## src/rtl/spi_minion_pkg.sv

```systemverilog
// Shared definitions for the multichannel SPI minion.
// Contents:
//   state_t            frame sequencer states (IDLE, SHIFT, COMMIT)
//   *_FROM_MSB         flag positions counted from the MSB of a frame, so the
//                      values are the same for every DATA_W / N_CHAN setting
package spi_minion_pkg;

  typedef enum logic [1:0] {
    IDLE   = 2'd0,
    SHIFT  = 2'd1,
    COMMIT = 2'd2
  } state_t;

  // MOSI frame flags
  localparam int PUSH_FROM_MSB     = 0;
  localparam int PULL_FROM_MSB     = 1;
  // MISO frame flags
  localparam int SPACE_FROM_MSB    = 0;
  localparam int RESP_VAL_FROM_MSB = 1;

endpackage

```

## src/rtl/spi_sync_edge.sv

```systemverilog
// Two-flop synchroniser for one asynchronous pad input, with single-cycle
// rise/fall pulses that compare synced sample n against sample n-1.
// Ports:
//   clk, reset  system clock, asynchronous active-low reset
//   d           asynchronous input
//   q           synchronised level
//   rise, fall  one-cycle edge pulses derived from q
// All flops reset to 0. This means a line that is already low when reset
// releases produces no fall pulse.
module spi_sync_edge (
  input  logic clk,
  input  logic reset,
  input  logic d,
  output logic q,
  output logic rise,
  output logic fall
);

  logic sync_p0;
  logic sync_p1;
  logic prev_p2;

  always_ff @(posedge clk or negedge reset) begin
    if (!reset) begin
      sync_p0 <= 1'b0;
      sync_p1 <= 1'b0;
      prev_p2 <= 1'b0;
    end else begin
      sync_p0 <= d;
      // ---- stage boundary: metastability settle ----
      sync_p1 <= sync_p0;
      // ---- stage boundary: previous sample for edge detect ----
      prev_p2 <= sync_p1;
    end
  end

  assign q    = sync_p1;
  assign rise = sync_p1 & ~prev_p2;
  assign fall = ~sync_p1 & prev_p2;

endmodule

```

## src/rtl/spi_minion_multichan.sv

```systemverilog
// SPI minion (mode 0, MSB first) with fixed-length full-duplex frames routed
// to N_CHAN internal channels.
// Ports:
//   clk, reset           system clock, asynchronous active-low reset
//   cs, sclk, mosi       asynchronous SPI pad inputs (cs active-low)
//   miso, miso_oeb       serial out and pad output-enable bar
//   recv_val/rdy/addr/msg  hold register toward the consumer
//   send_val/rdy/msg     per-channel sources; send_rdy pulses in COMMIT
//   parity               XOR of the last committed mosi payload
//   overflow             sticky, set when a push finds the hold register full
// MOSI frame: {push, pull, addr, data}; MISO frame: {space, resp_val,
// resp_addr, resp_data}.
module spi_minion_multichan
  import spi_minion_pkg::*;
#(
  parameter  int DATA_W  = 8,
  parameter  int N_CHAN  = 4,
  localparam int ADDR_W  = $clog2(N_CHAN),
  localparam int FRAME_W = 2 + ADDR_W + DATA_W
) (
  input  logic                     clk,
  input  logic                     reset,
  input  logic                     cs,
  input  logic                     sclk,
  input  logic                     mosi,
  output logic                     miso,
  output logic                     miso_oeb,
  output logic                     recv_val,
  input  logic                     recv_rdy,
  output logic [ADDR_W-1:0]        recv_addr,
  output logic [DATA_W-1:0]        recv_msg,
  input  logic [N_CHAN-1:0]        send_val,
  output logic [N_CHAN-1:0]        send_rdy,
  input  logic [N_CHAN*DATA_W-1:0] send_msg,
  output logic                     parity,
  output logic                     overflow
);

  localparam int CNT_W = $clog2(FRAME_W + 1);

  logic cs_q, cs_rise, cs_fall;
  logic sclk_q, sclk_rise, sclk_fall;
  logic mosi_q, mosi_rise, mosi_fall;

  spi_sync_edge u_sync_cs   (.clk(clk), .reset(reset), .d(cs),   .q(cs_q),   .rise(cs_rise),   .fall(cs_fall));
  spi_sync_edge u_sync_sclk (.clk(clk), .reset(reset), .d(sclk), .q(sclk_q), .rise(sclk_rise), .fall(sclk_fall));
  spi_sync_edge u_sync_mosi (.clk(clk), .reset(reset), .d(mosi), .q(mosi_q), .rise(mosi_rise), .fall(mosi_fall));

  logic unused_sync;
  assign unused_sync = sclk_q ^ mosi_rise ^ mosi_fall;

  state_t              state, state_nxt;
  logic [CNT_W-1:0]    bit_cnt;
  logic [FRAME_W-1:0]  rx_sr, tx_sr, miso_frame;
  logic                cs_armed, fall_pend, start;
  logic                resp_val;
  logic [ADDR_W-1:0]   resp_addr;
  logic [DATA_W-1:0]   resp_data;

  // Frame fields as seen in COMMIT
  logic                frm_push, frm_pull, addr_ok, chan_val;
  logic [ADDR_W-1:0]   frm_addr;
  logic [DATA_W-1:0]   frm_data, chan_msg;
  logic                commit_push, commit_pull;

  assign frm_push = rx_sr[FRAME_W-1-PUSH_FROM_MSB];
  assign frm_pull = rx_sr[FRAME_W-1-PULL_FROM_MSB];
  assign frm_addr = rx_sr[DATA_W +: ADDR_W];
  assign frm_data = rx_sr[DATA_W-1:0];
  assign addr_ok  = (int'(frm_addr) < N_CHAN);
  assign chan_val = addr_ok && send_val[frm_addr];
  assign chan_msg = send_msg[frm_addr*DATA_W +: DATA_W];

  // A cs fall that lands while COMMIT is still running is remembered for IDLE.
  assign start = cs_fall | fall_pend;

  // cs_armed stays low until cs has been seen high after reset, so the pad
  // is not driven for a frame that was already in progress at reset release.
  assign miso_oeb = ~(cs_armed & ~cs_q);

  always_comb begin
    miso_frame = {2'b00, resp_addr, resp_data};
    miso_frame[FRAME_W-1-SPACE_FROM_MSB]    = ~recv_val;
    miso_frame[FRAME_W-1-RESP_VAL_FROM_MSB] = resp_val;
  end

  // State register
  always_ff @(posedge clk or negedge reset) begin
    if (!reset) state <= IDLE;
    else        state <= state_nxt;
  end

  // Next-state logic
  always_comb begin
    state_nxt = state;
    case (state)
      IDLE:    if (start) state_nxt = SHIFT;
      SHIFT:   if (cs_rise) state_nxt = (bit_cnt == CNT_W'(FRAME_W)) ? COMMIT : IDLE;
      COMMIT:  state_nxt = IDLE;
      default: state_nxt = IDLE;
    endcase
  end

  // Output / commit decode
  always_comb begin
    send_rdy    = '0;
    commit_push = 1'b0;
    commit_pull = 1'b0;
    if (state == COMMIT) begin
      commit_push = frm_push && addr_ok;
      commit_pull = frm_pull;
      if (frm_pull && chan_val) send_rdy[frm_addr] = 1'b1;
    end
  end

  always_ff @(posedge clk or negedge reset) begin
    if (!reset) begin
      cs_armed  <= 1'b0;
      fall_pend <= 1'b0;
    end else begin
      cs_armed  <= cs_armed | cs_rise;
      fall_pend <= (state == COMMIT) && cs_fall;
    end
  end

  // Shift registers
  always_ff @(posedge clk or negedge reset) begin
    if (!reset) begin
      bit_cnt <= '0;
      rx_sr   <= '0;
      tx_sr   <= '0;
      miso    <= 1'b0;
    end else begin
      case (state)
        IDLE: if (start) begin
          tx_sr   <= miso_frame << 1;
          miso    <= miso_frame[FRAME_W-1];
          bit_cnt <= '0;
        end
        SHIFT: begin
          if (sclk_rise) begin
            rx_sr <= {rx_sr[FRAME_W-2:0], mosi_q};
            if (bit_cnt != CNT_W'(FRAME_W)) bit_cnt <= bit_cnt + 1'b1;
          end
          if (sclk_fall) begin
            miso  <= tx_sr[FRAME_W-1];
            tx_sr <= tx_sr << 1;
          end
        end
        default: ;
      endcase
    end
  end

  // Hold register, parity and overflow
  always_ff @(posedge clk or negedge reset) begin
    if (!reset) begin
      recv_val  <= 1'b0;
      recv_addr <= '0;
      recv_msg  <= '0;
      parity    <= 1'b0;
      overflow  <= 1'b0;
    end else begin
      if (recv_val && recv_rdy) recv_val <= 1'b0;
      if (commit_push) begin
        if (!recv_val) begin
          recv_val  <= 1'b1;
          recv_addr <= frm_addr;
          recv_msg  <= frm_data;
        end else begin
          overflow  <= 1'b1;
        end
      end
      if (state == COMMIT) parity <= ^frm_data;
    end
  end

  // Response register, read out by the next frame
  always_ff @(posedge clk or negedge reset) begin
    if (!reset) begin
      resp_val  <= 1'b0;
      resp_addr <= '0;
      resp_data <= '0;
    end else if (commit_pull) begin
      resp_val  <= chan_val;
      resp_addr <= frm_addr;
      resp_data <= chan_val ? chan_msg : '0;
    end
  end

endmodule

```

## config.mk

```make
export PLATFORM = sky130hd
export DESIGN_NAME = spi_minion_multichan
export DESIGN_NICKNAME = d
export VERILOG_FILES = /design/src/rtl/spi_minion_pkg.sv /design/src/rtl/spi_sync_edge.sv /design/src/rtl/spi_minion_multichan.sv
export SDC_FILE = /design/constraint.sdc
export NUM_CORES = 1
export LEC_CHECK = 0
export CAP_MARGIN = 15
export CORE_MARGIN = 2
export CORE_UTILIZATION = 65
export CTS_BUF_LIST = sky130_fd_sc_hd__clkbuf_8
export CTS_CLUSTER_DIAMETER = 30
export DETAILED_ROUTE_END_ITERATION = 8
export DONT_BUFFER_PORTS = 1
export PLACE_DENSITY = 0.81
export SLEW_MARGIN = 5
export SYNTH_ARGS = -nofsm -noshare
export SYNTH_HDL_FRONTEND = slang
export SYNTH_SLANG_ARGS = --single-unit
```

## constraint.sdc

```tcl
create_clock -name clk -period 1.85 [get_ports clk]
set_clock_uncertainty 0.1 [all_clocks]
set_input_delay 0.0925 -clock clk [delete_from_list [all_inputs] [get_ports clk]]
set_output_delay 0.0925 -clock clk [all_outputs]
set_load 0.03 [all_outputs]
```

==> results.json <==
{
  "irDropWorstVdd_v": 0.001035,
  "syn_avg_cell_area_um2": 11.85,
  "syn_nets": 285,
  "ys.flop_type": "dfrtp_1",
  "grt_pass1_vias": 1915,
  "final_hold_viol_count": 0,
  "status": "finished, final reports clean",
  "fin_tns_setup_ns": 0,
  "grtUsageTotal_pct": 23.02,
  "seq_area_frac_synth_pct": 56.09,
  "post-route-period-util_pct": 96.25,
  "min_period_ns": 1.781,
  "via_per_inst": 5.869,
  "drc": 0,
  "path_depth": 4,
  "min-delay-start": "send_msg[4]",
  "avgRoutedWirePerCell_um": 16.09,
  "final_nets": 307,
  "drt_pass1_iterations": 4,
  "cp-startpoint": "state[0]",
  "finalSetupViolCount": 0,
  "leakage_nw": 1.519,
  "ctsHtreeMaxLevel": 3,
  "tightest_slew_ns": 0.3414,
  "min_path_cells": 3,
  "utilization_pct": 76.52,
  "crit_path_start_kind": "register",
  "grt_max_degree": 65,
  "synth_cell_types": 33,
  "drive_above_1_share_pct": 27.99,
  "dieArea_mm2": 0.004939,
  "slew_violations": 0,
  "critical_path.top_delay_family": "simple AND/OR/NAND/NOR gates",
  "fin_area_mm2": 0.003286,
  "io_buffers": 0,
  "arrival_ns": 1.59,
  "layout_commonest_cell": "dfrtp_1",
  "critical_path_required_ns": 1.66,
  "ys_warn_count": 0,
  "coreArea_mm2": 0.004294,
  "vias": 1878,
  "clk_pin_slew_ns": 0.07,
  "multiInputGateArea_mm2": 0.001182,
  "worstSetupPathType": "reg -> out",
  "cts_sinks": 64,
  "drv_cap": 0,
  "placed_area_mm2": 0.002993,
  "powerDensity_mw_per_mm2": 1402,
  "end_kind": "primary output",
  "path_max_fanout": 6,
  "ys_seq_elements": 64,
  "ios": 61,
  "fill_cells": 273,
  "final_antenna_net_count": 0,
  "syn_area_mm2": 0.002855,
  "hpwl_um": 3584,
  "critPathBufInv": 1,
  "slew_headroom_pct": 77.24,
  "drt_iter0_markers": 124,
  "crit_path_top_delay_cell": "dfrtp_1",
  "synth_edf_count": 0,
  "critPathMaxStageDelay_ns": 0.38,
  "async_reset_ff_share_pct": 100.0,
  "power_mw": 4.608,
  "wl_um": 5150,
  "row_count": 24,
  "path_cells": "and2b_4 -> nand3_1 -> nor3b_2 -> buf_4",
  "cts-root-buf": "clkbuf_8",
  "clk_path_buf_depth": 2,
  "die_x_um": 70.28,
  "rsz0062_at_grt": "no",
  "area_delta_synth_final_pct": 15.07,
  "place_congestion": 0.7735,
  "grt-ovfl-total": 0,
  "fmax_mhz": 561.6,
  "holdCritPathClass": "in -> reg",
  "floorplan.initialDensity_pct": 66.49,
  "r2r_cells": 6,
  "reg2reg_from": "bit_cnt[0]",
  "final_cell_mix": "62 x dfrtp_1, 37 x nand2_1, 24 x mux2_2, 17 x buf_4, 16 x nor2_1",
  "cts_made_buffers": 9,
  "cts_tree": "yes",
  "hold_ws_ns": 0.1029,
  "dieHeight_um": 70.28,
  "n_antenna_cell": 0,
  "clock_latency_ns": 0.33,
  "grt_antenna_before_repair": 0,
  "regArea_mm2": 0.001604,
  "synthCells": 241,
  "grt_pass1_wl_um": 8783
}
what timing repair did:
item                                    4_1_cts  5_1_grt
resized for setup                             3        3
hold buffers                                  6        0
pin swaps                                     0        1
hold endpoints to repair                     68        0
buffers inserted                              0        2
endpoints found under the setup margin        2        3
stage by stage:
stage | cells | worst slack, ns
3_5_place_dp | 296 | 0.1281
2_1_floorplan | 241 | 0.1615
3_3_place_gp | 296 | 0.2065
6_report | 320 | 0.06940
5_1_grt | 320 | 0.001912
4_1_cts | 318 | 0.007636
layer usage:
| metal | up-vias | share of wire [%] | global-route usage (%) |
|---|---|---|---|
| li1 | 882 | - | - |
| met1 | 939 | 44 | 30.77 |
| met2 | 52 | 49 | 36.27 |
| met3 | 5 | 5.6 | 5.772 |
| met4 | 0 | 0.89 | 9.615 |
| met5 | - | 0 | 0 |
where the power goes:
group / leakage (nW) / switching (mW) / total (mW) / internal, mW
Clock: 0.0962 / 0.514 / 1.12 / 0.609
Combinational: 0.664 / 0.689 / 1.43 / 0.744
Sequential: 0.759 / 0.346 / 2.05 / 1.71
registers in the layout (all words and copies together) (netlist names), 2 cells and up:
register	count
resp_data	8
recv_addr	2
state	2
tx_sr	11
resp_addr	2
bit_cnt	4
recv_msg	8
rx_sr	12
synthesized netlist by cell type (4+ instances only):
library cell  count  share of area [%]
dfrtp_1          64                 56
o31ai_1           8                2.1
nand2b_1          8                1.8
mux4_2            8                6.3
xnor2_1           7                2.1
clkbuf_1          5               0.66
mux2i_1           4                1.4
a31oi_1          10                2.2
nand2_1          38                5.0
inv_1            11                1.4
nor2_1           16                2.1
nand3_1           4               0.70
buf_2             5               0.88
mux2_2           24                9.5
worst min-delay path, delay by kind of cell:
family          cells  cell delay (ns)
buf+inv             1             0.04
compound gates      1             0.17
mux                 1             0.20
final cells by class:
class	instances	share of cell area, %
flip-flops and latches	64	48.82
multi-input cells	154	35.99
repair buffers	23	6.245
clock buffers	9	3.770
well taps	52	1.980
clock inverters	7	1.942
inverters	11	1.257
cells by family (layout without fill, tap and decap cells):
| group | after synthesis | after routing | synth area share (%) |
|---|---|---|---|
| simple gates | 79 | 79 | 12.84 |
| flops | 64 | 64 | 56.09 |
| mux | 36 | 36 | 17.18 |
| compound gates | 30 | 30 | 7.449 |
| buf+inv | 23 | 50 | 3.418 |
| xor+xnor | 7 | 7 | 2.147 |
| fa+ha+maj | 2 | 2 | 0.8763 |
final timing paths:
kind                                  to  slack [ns]
min in group asynchronous      tx_sr[11]        0.19
min reg2reg                u_sync_mosi.q        0.25
max reg2reg                   bit_cnt[3]        0.12
min                         resp_data[4]        0.10
max                          send_rdy[2]        0.07
max in group asynchronous       state[1]        1.19
(Power assumes the default switching activity.)
